### src/rtl/miner_pkg.sv
// Shared types and helpers for the miner datapath stages.
// Holds the block-header geometry, the deserializer state type and the word byte-reversal helper.
package miner_pkg;

    localparam int HDR_WORDS = 20;
    localparam int WORD_W    = 32;

    typedef enum logic {
        FILL = 1'b0,
        HOLD = 1'b1
    } hdr_state_e;

    // Host little-endian word to SHA-256 big-endian byte order.
    function automatic logic [31:0] bswap32(input logic [31:0] w);
        return {w[7:0], w[15:8], w[23:16], w[31:24]};
    endfunction

endpackage

### src/rtl/hdr_deserializer.sv
// Pops WORDS FWFT FIFO words into one parallel header and hands it to the SHA core via valid/ready.
// Optional HDR_BSWAP_EN: byte-reverse every captured word.
module hdr_deserializer
    import miner_pkg::*;
#(
    parameter int WORDS = HDR_WORDS,
    parameter int WIDTH = WORD_W,
    parameter int CNT_W = 32
) (
    input  logic                       clk,
    input  logic                       rst_n,
    input  logic [WIDTH-1:0]           fifo_dout,
    input  logic                       fifo_empty,
    output logic                       fifo_rd_en,
    input  logic                       flush,
    output logic [WORDS*WIDTH-1:0]     hdr_data,
    output logic                       hdr_valid,
    input  logic                       hdr_ready,
    output logic [$clog2(WORDS)-1:0]   word_idx,
    output logic [CNT_W-1:0]           hdr_count
);

    localparam int IDX_W = $clog2(WORDS);
    localparam logic [IDX_W-1:0] LAST_IDX = IDX_W'(WORDS - 1);

    hdr_state_e               state_q;
    logic [IDX_W-1:0]         idx_q;
    logic                     valid_q;
    logic [WORDS*WIDTH-1:0]   data_q;
    logic [CNT_W-1:0]         cnt_q;
    logic [WIDTH-1:0]         cap_word_d;

`ifdef HDR_BSWAP_EN
    assign cap_word_d = bswap32(fifo_dout);
`else
    assign cap_word_d = fifo_dout;
`endif

    // Pop only in FILL; flush blocks the pop so nothing is lost in the abort cycle.
    always_comb begin
        fifo_rd_en = 1'b0;
        if (state_q == FILL && !fifo_empty && !flush)
            fifo_rd_en = 1'b1;
    end

    always_ff @(posedge clk or negedge rst_n) begin
        if (!rst_n) begin
            state_q <= FILL;
            idx_q   <= '0;
            valid_q <= 1'b0;
            data_q  <= '0;
            cnt_q   <= '0;
        end else if (flush) begin
            state_q <= FILL;
            idx_q   <= '0;
            valid_q <= 1'b0;
        end else begin
            case (state_q)
                FILL: begin
                    if (fifo_rd_en) begin
                        data_q[WIDTH*idx_q +: WIDTH] <= cap_word_d;
                        if (idx_q == LAST_IDX) begin
                            state_q <= HOLD;
                            idx_q   <= '0;
                            valid_q <= 1'b1;
                        end else begin
                            idx_q <= idx_q + 1'b1;
                        end
                    end
                end
                HOLD: begin
                    if (valid_q && hdr_ready) begin
                        valid_q <= 1'b0;
                        cnt_q   <= cnt_q + 1'b1;
                        state_q <= FILL;
                    end
                end
                default: state_q <= FILL;
            endcase
        end
    end

    assign hdr_data  = data_q;
    assign hdr_valid = valid_q;
    assign word_idx  = idx_q;
    assign hdr_count = cnt_q;

endmodule
### config.mk
export PLATFORM = sky130hd
export DESIGN_NAME = hdr_deserializer
export DESIGN_NICKNAME = d
export VERILOG_FILES = /design/src/rtl/miner_pkg.sv /design/src/rtl/hdr_deserializer.sv
export SDC_FILE = /design/constraint.sdc
export NUM_CORES = 1
export LEC_CHECK = 0
export CELL_PAD_IN_SITES_DETAIL_PLACEMENT = 1
export CELL_PAD_IN_SITES_GLOBAL_PLACEMENT = 1
export CORE_ASPECT_RATIO = 1.4
export CORE_MARGIN = 2
export CORE_UTILIZATION = 35
export CTS_BUF_LIST = sky130_fd_sc_hd__clkbuf_4
export CTS_CLUSTER_DIAMETER = 150
export DETAILED_ROUTE_END_ITERATION = 7
export PLACE_DENSITY_LB_ADDON = 0.1
export SYNTH_ARGS = -nofsm -noshare
export SYNTH_HDL_FRONTEND = slang
export SYNTH_SLANG_ARGS = --single-unit
### constraint.sdc
create_clock -name clk -period 4.3 [get_ports clk]
set_input_delay 0.86 -clock clk [delete_from_list [all_inputs] [get_ports clk]]
set_output_delay 0.86 -clock clk [all_outputs]
set_load 0.005 [all_outputs]
* After elaboration in Yosys (flattened, before gate mapping)
Cells that the tools add are included.
Storage, ports and cells: flip-flop bits (word level) 679, bits of input ports 37, output and inout port bits 679, word-level logic and storage cells 43
Operators by class: add/sub/neg operators 3, eq/ne operators 5, shifts and indexed selects 2, multiplexer cells 16, bitwise logic cells 2, reduce and logical (&&, ||, !) cells 10
Operators with widths (number):
- bitwise mux 640 bit | 1
- variable shift 32 x 34 -> 640 bit, first input constant | 1
- variable part select 32 x 34 -> 640 bit | 1
- negator 10 -> 34 bit | 1
- adder 32 x 1 -> 32 bit, second input constant | 1
- 2-to-1 mux 5 bit | 4
- 2-to-1 mux 1 bit | 9
- AND reduction 3 bit | 3
- != test 3 x 2 -> 1 bit, second input constant | 2
- adder 5 x 1 -> 5 bit, second input constant | 1
- == test 5 bit, second input constant | 1
- one-hot mux 1 bit (2 select lines) | 2
- logical AND 1 bit | 3
- != test 3 bit, second input constant | 1
- zero test 1 bit | 2
- != test 2 bit, second input constant | 1
- NOT 1 bit | 2
- AND reduction 2 bit | 1
- nonzero test 2 bit | 1

* Logic depth before layout (Yosys ltp)
Gate-level depths: netlist (run 1).
word-level depth 7, mapped depth 14, gate-level depth less buffers 8

* Worst setup path before layout (run 1)
Ideal clock, no wire load.
path kind flip-flop to flip-flop, start point register idx_q[0], in the netlist word_idx[0], end point register data_q[258], in the netlist hdr_data[258], setup time 125 ps, data arrival time 3186 ps, data required time 4175 ps, path slack 989 ps, stages on the path, launching flop included 13, buffers on the path 4, period minus slack after synthesis 3311 ps, cell sequence dfrtp_1 > buf_2 > buf_2 > inv_1 > ha_1 > buf_2 > nor3b_1 > ha_1 > nor2b_1 > o211ai_4 > nor4_2 > buf_2 > mux2_2
On the way: word-level cells in the longest chain between the ends 3, elaborated cells between the ends (all ways) 4, those cells by class add/sub (1); shift (2); mux (1)
Ends and longest elaborated chain:
- from (decl) | line hdr_deserializer.sv:27 | logic [IDX_W-1:0] idx_q;
- from (signal assigned) | line hdr_deserializer.sv:67 | idx_q <= idx_q + 1'b1;
- negator 10 -> 34 bit * | line hdr_deserializer.sv:61 | data_q[WIDTH*idx_q +: WIDTH] <= cap_word_d;
- variable part select 32 x 34 -> 640 bit or variable shift 32 x 34 -> 640 bit (tied branches) | line hdr_deserializer.sv:61
- bitwise mux 640 bit * | line hdr_deserializer.sv:61
- to (signal, indexed assignment) | line hdr_deserializer.sv:61
- to (decl) | line hdr_deserializer.sv:29 | logic [WORDS*WIDTH-1:0] data_q;
Mark *: on every way between the ends. The rest lies on a longest branch, timed or not. A chain may end at the register's enable or synchronous reset.

* Worst setup path in the final report (run 1)
start point register idx_q[1], in the netlist word_idx[1], end point register data_q[207], in the netlist hdr_data[207]
Same word-level chain as after synthesis.

==> flow_summary_export.csv, run 1 <==
group,metric,value,unit
outcome,status,"completed",
die,die_area,83200,um^2
logic_synthesis,synth.net_count,2436,
cts,postCtsHoldBufs,1,
global_routing,antenna_found_initial,4,
worst_setup_path,arrival,4580,ps
timing,rsz0062_at_grt,"no",
timing,relSlewSlack,22.7,%
logic_synthesis,synth_cell_types,53,
pwr,vdd_drop_max,0.201,mV
worst_setup_path,critPathSlowestCell,"dfrtp_1",
pwr,pwr-share-comb,9.8,%
logic_synthesis,syn_area,28300,um^2
cts,cts_root_buf,"clkbuf_4",
die,die_w,244,um
logic_synthesis,synthArstFlopShare,100,%
timing,fmax,270,MHz
drt,viasPerCell,5.46,
cells_and_area,layout-drive-gt1-share,21.7,%
timing,setup_viol,0,
worst_setup_path,crit_buf_inv,4,
logic_synthesis,synthFlopType,"dfrtp_1",
worst_setup_path,critPathMaxStageDelay,500,ps
drt,ant_nets,0,
drt,wirelength,123000,um
cells_and_area,multi_input_area,10400,um^2
die,start_util,35.3,%
cts,post_cts_buffers,0,
worst_setup_path,rrSetupSlack,600,ps
timing,setup_tns,0,ps
worst_setup_path,end_kind,"flop",
place,io_buffers,715,
timing,finClkSkew,70.8,ps
die,rows,123,
pwr,leakagePower,0.0171,uW
worst_setup_path,crit_top_cell,"buf_4",
pwr,power.density,352,nW/um^2
global_routing,grt_pass1_vias,25600,
worst_setup_path,crit_path_start_kind,"flop",
worst_setup_path,critical_path.max_fanout,55,
logic_synthesis,synthCells,2395,
worst_setup_path,worst_ep_required_time,5180,ps
cells_and_area,syn_to_final_growth,37.5,%
cells_and_area,final_cell_mix,"clkdlybuf4s50_1, dfrtp_1, mux2_2, o21ai_0, clkbuf_4",
worst_hold_path,whs_endpoint,"hdr_count[31]",
drt,drt_iter0_drc,1411,
flow_run,maxCapViolCount,0,
cells_and_area,ff_latch_area,17000,um^2
worst_setup_path,crit_type,"reg2reg",
cells_and_area,final_nets,3174,
cts,clk_latency,1070,ps
worst_setup_path,rr_startpoint,"word_idx[1]",
timing,layout_setup_ws,598,ps
global_routing,grt_max_degree,103,
cells_and_area,layout.cells.most_common,"clkdlybuf4s50_1",
cts,cts_buffers,175,
drt,first_pass_iters,5,
die,core,80200,um^2
cts,cts.repair.resized,0,
worst_setup_path,critical_path.top_delay_family,"buffers and inverters",
pwr,seq_power_share,48.6,%
place,post-place-ws,358,ps
place,place.gp.congestion,0.811,
logic_synthesis,synth_edf_count,0,
pwr,power.switching,3670,uW
worst_setup_path,reg2reg_depth,11,
timing,hold_violations,0,
drt,drt-wirelength-per-cell,28.6,um
die,io_pins,716,
cts,ctsLongestPathBuffers,3,
worst_hold_path,min_from,"hdr_count[31]",
global_routing,overflow,0,
logic_synthesis,syn_area_per_cell,11.8,um^2
worst_hold_path,hold_path_class,"reg2reg",
pwr,p_int,10000,uW
drt,drc,0,
cells_and_area,nFillCells,8483,
logic_synthesis,synth-seq-area-share,60.1,%
global_routing,grt_pass1_wl,180000,um
worst_setup_path,r2r_end,"hdr_data[207]",
logic_synthesis,yosysWarnings,0,
cts,clkTransAtPathRegs,60,ps
timing,fin_crit_sh,86.1,%
cts,cts.sinks,679,
place,dp_hpwl,86200,um
die,dieHeight,340,um
cts,h-tree-depth,4,
global_routing,grt_usage,29.5,%
pwr,p_clk_share,41.5,%
logic_synthesis,ys_ff_latch,679,
drt,vias,23500,
worst_setup_path,crit_chain,"inv_1 -> ha_1 -> nor3b_1 -> ha_1 -> buf_4 -> nor2b_1 -> o211ai_4 -> buf_4 -> nor4_4 -> buf_4 -> mux2_2",
worst_hold_path,holdPathStages,1,
timing,slew_viol_final,0,
pwr,switching_share,26.8,%
cts,cts_tree,"done",
timing,finalCriticalPeriod,3700,ps
timing,worst-slew-pin-transition,1160,ps
-- how the worst max path moves through the flow --
stage	startpoint	to	slack, ps	depth (start not counted)
6_report	word_idx[1]	hdr_data[207]	600	11
5_1_grt	word_idx[1]	hdr_data[223]	400	11
4_1_cts	word_idx[1]	hdr_data[83]	610	11
3_5_place_dp	fifo_empty	hdr_data[223]	360	7
3_3_place_gp	fifo_empty	hdr_data[94]	440	7
2_1_floorplan	word_idx[0]	hdr_data[258]	990	12
-- power groups by stage --
stage | Clock, uW | Combinational [uW] | Sequential [uW]
6_report | 5680 | 1340 | 6650
3_3_place_gp | 0 | 1340 | 6760
3_5_place_dp | 0 | 1360 | 6770
2_1_floorplan | 0 | 429 | 6770
5_1_grt | 6150 | 1430 | 6660
4_1_cts | 5830 | 1370 | 6650
-- cell usage after synthesis, types with 5 or more instances --
cell type,count,area (um^2)
buf_1,15,56.3
nand3_1,101,505
nor2b_1,5,31.3
clkbuf_1,159,597
nor3_1,14,70.1
nor2_1,171,642
and3_1,11,68.8
o21ai_0,281,1410
or4_1,6,45.0
o21ai_1,6,30.0
a21o_1,9,67.6
or2_2,5,31.3
xnor2_1,27,236
and2_1,25,156
nand4_1,28,175
inv_1,41,154
nor3b_1,5,37.5
o31ai_1,257,1930
buf_2,58,290
nand2_1,85,319
a21oi_1,6,30.0
xor2_1,5,43.8
mux2_2,312,3510
mux2i_1,33,330
dfrtp_1,679,17000
-- stage by stage --
| step | util (%) | instance area, um^2 | hold WS [ps] | total power [uW] | std cells |
|---|---|---|---|---|---|
| after floorplan | - | 28300 | 468 | 7200 | 2395 |
| after global placement | 45.8 | 36700 | 466 | 8100 | 4017 |
| after detailed placement | 45.8 | 36700 | 466 | 8130 | 4017 |
| after CTS | 48.5 | 38900 | 432 | 13800 | 4304 |
| after global routing | 48.5 | 38900 | 495 | 14200 | 4309 |
| final | 48.5 | 38900 | 479 | 13700 | 4309 |
-- sequential cells by signal (all words and copies together) (netlist names) --
signal	count
hdr_data	640
hdr_count	32
state_q	1
word_idx	5
hdr_valid	1
-- per-layer routing --
| metal | part of all wire [%] | global-route usage, % |
|---|---|---|
| met1 | 39 | 35.1 |
| met2 | 49 | 48.8 |
| met3 | 8.5 | 9.93 |
| met4 | 3.8 | 12.1 |
| met5 | 0 | 0 |
-- final cells by class --
type / count / area share (%)
multi-input combinational: 1442 / 26.6
sequential: 679 / 43.7
inverter: 41 / 0.396
tap: 1062 / 3.42
clock inverter: 23 / 0.463
clock buffer: 263 / 5.08
timing repair buffer: 794 / 20.3
antenna: 5 / 0.0322
-- cell families (layout without fill, tap and decap cells) --
group                    count (synthesis)  count (layout)  synth area share, %
flip-flops                             679             679                 60.1
AO/OA/AOI/OAI                          571             571                 12.7
AND/OR/NAND/NOR                        484             484                 8.33
multiplexers                           349             349                 13.7
buffers and inverters                  274            1121                 3.90
XOR/XNOR                                34              34                 1.11
adder cells (fa/ha/maj)                  4               4                0.177
other                                    0               5                    0
(Power assumes the default switching activity.)
==> inputs of run 2 (changes only) <==
--- a/config.mk
+++ b/config.mk
@@ -8,12 +8,11 @@
 export CELL_PAD_IN_SITES_DETAIL_PLACEMENT = 1
 export CELL_PAD_IN_SITES_GLOBAL_PLACEMENT = 1
 export CORE_ASPECT_RATIO = 1.4
-export CORE_MARGIN = 2
 export CORE_UTILIZATION = 35
 export CTS_BUF_LIST = sky130_fd_sc_hd__clkbuf_4
 export CTS_CLUSTER_DIAMETER = 150
 export DETAILED_ROUTE_END_ITERATION = 7
-export PLACE_DENSITY_LB_ADDON = 0.1
+export PLACE_DENSITY = 0.72
 export SYNTH_ARGS = -nofsm -noshare
 export SYNTH_HDL_FRONTEND = slang
 export SYNTH_SLANG_ARGS = --single-unit
==> run 2 against run 1 <==
- first-iteration DRC count is 10% higher
- register-to-register slack is essentially flat
- clock skew fell by 7.6 ps
- combinational power rose by 4%
- sequential power about the same
- critical path depth shrank 3
- flip-flop and latch count unchanged
- die area down 1.4%
- final cell count rose by 0.49%
- sequential share of layout area decreased by 0.11 points
- clock power decreased by 2%
- wire length rose by 1.9%
- largest cell class unchanged
==> flow_summary_export.csv, run 2 (synthesis results as in run 1) <==
group,metric,value,unit
cts,post_cts_buffers,0,
timing,rsz0062_at_grt,"no",
drt,drt-wirelength-per-cell,29.0,um
worst_setup_path,critical_path.max_fanout,32,
pwr,leakagePower,0.0172,uW
place,place.gp.congestion,0.845,
pwr,vdd_drop_max,0.212,mV
place,postPlaceCellArea,36900,um^2
cts,cts_root_buf,"clkbuf_4",
cts,cts_buffers,171,
worst_setup_path,crit_type,"reg2reg",
worst_setup_path,crit_chain,"inv_1 -> ha_1 -> nor3b_1 -> ha_1 -> nor2b_1 -> o211ai_4 -> or4_2 -> o31ai_1",
global_routing,grt_usage,30.6,%
drt,viasPerCell,5.51,
timing,setup_viol,0,
cts,h-tree-depth,4,
worst_setup_path,critPathMaxStageDelay,1080,ps
global_routing,antenna_found_initial,5,
timing,fmax,270,MHz
pwr,power.density,348,nW/um^2
cells_and_area,design_area,39000,um^2
cells_and_area,final_cell_mix,"clkdlybuf4s50_1, dfrtp_1, mux2_2, o21ai_0, o31ai_1",
worst_setup_path,arrival,4580,ps
die,start_util,35.3,%
place,dp_hpwl,86900,um
worst_setup_path,crit_path_start_kind,"flop",
timing,layout_setup_ws,594,ps
worst_setup_path,worst_ep_required_time,5170,ps
cells_and_area,layout.cells.most_common,"clkdlybuf4s50_1",
worst_setup_path,crit_buf_inv,1,
timing,slew_viol_final,0,
worst_setup_path,end_kind,"flop",
cells_and_area,nFillCells,8483,
cts,ctsLongestPathBuffers,3,
cts,cts.sinks,679,
cts,cts.repair.resized,0,
die,die_area,82000,um^2
global_routing,grt_pass1_vias,26200,
outcome,status,"completed",
global_routing,grt_pass1_wl,184000,um
place,io_buffers,715,
die,core,80200,um^2
cts,clk_latency,990,ps
drt,first_pass_iters,8,
cts,cts_tree,"done",
cts,clkTransAtPathRegs,70,ps
timing,fin_crit_sh,86.2,%
timing,worst-slew-pin-transition,1270,ps
timing,relSlewSlack,15.4,%
timing,hold_violations,0,
cells_and_area,final_nets,3191,
die,io_pins,716,
pwr,p_total,13600,uW
cells_and_area,syn_to_final_growth,37.9,%
drt,ant_nets,0,
worst_setup_path,critical_path.top_delay_family,"simple AND/OR/NAND/NOR gates",
global_routing,overflow,0,
drt,wirelength,126000,um
drt,drc,0,
cells_and_area,largest_reg_flops,640,
worst_setup_path,critPathSlowestCell,"or4_2",
timing,whs,478,ps
global_routing,grt_max_degree,111,
cts,postCtsHoldBufs,1,
worst_hold_path,hold_path_class,"reg2reg",
timing,finalCriticalPeriod,3710,ps
worst_setup_path,crit_top_cell,"ha_1",
cells_and_area,layout-drive-gt1-share,22.0,%
die,die_w,242,um
timing,setup_tns,0,ps
worst_setup_path,rrSetupSlack,590,ps
timing,finClkSkew,63.3,ps
place,post-place-ws,393,ps
drt,drt_iter0_drc,1559,
die,rows,123,
drt,vias,23900,
die,dieHeight,338,um
flow_run,maxCapViolCount,0,
-- run 2: worst paths after layout --
path	start	to	depth (start not counted)
min in group asynchronous	rst_n	hdr_data[478]	2
max reg2reg	word_idx[1]	hdr_data[451]	8
min reg2reg	hdr_data[634]	hdr_data[634]	1
min	hdr_data[634]	hdr_data[634]	1
max	word_idx[1]	hdr_data[451]	8
max in group asynchronous	rst_n	hdr_data[594]	4
-- run 2: layout make-up --
type / instances / area (um^2) / area share [%]
multi-input combinational: 1442 / 10400 / 26.6
sequential: 679 / 17000 / 43.6
clock inverter: 30 / 188 / 0.481
timing repair buffer: 815 / 8050 / 20.6
inverter: 41 / 154 / 0.395
antenna: 7 / 17.5 / 0.0449
clock buffer: 254 / 1910 / 4.89
tap: 1062 / 1330 / 3.41
-- run 2: where the power goes --
group | internal, uW | switching, uW
Clock | 2800 | 2750
Sequential | 6550 | 94.9
Combinational | 539 | 847
-- run 2: layer usage --
layer / part of all wire, % / wire length (um) / vias up / global-route usage [%]
li1: - / - / 10100 / -
met3: 6.9 / 8650 / 300 / 8.64
met5: 0.010 / 13 / - / 0
met1: 37 / 46200 / 12400 / 34.2
met2: 50 / 62500 / 1043 / 50.6
met4: 6.6 / 8240 / 2 / 20.4
-- run 2: per-stage QoR --
step	utilization, %	cells
5_1_grt	48.6	4329
6_report	48.6	4330
3_5_place_dp	46.0	4038
4_1_cts	48.6	4323
3_3_place_gp	46.0	4038
2_1_floorplan	-	2395
==> inputs of run 3 (changes only) <==
--- a/config.mk
+++ b/config.mk
@@ -5,6 +5,7 @@
 export SDC_FILE = /design/constraint.sdc
 export NUM_CORES = 1
 export LEC_CHECK = 0
+export ABC_CLOCK_PERIOD_IN_PS = 4300
 export CELL_PAD_IN_SITES_DETAIL_PLACEMENT = 1
 export CELL_PAD_IN_SITES_GLOBAL_PLACEMENT = 1
 export CORE_ASPECT_RATIO = 1.4
==> results of run 3 <==
Final layout, timing and power as in run 2 (identical DEF).
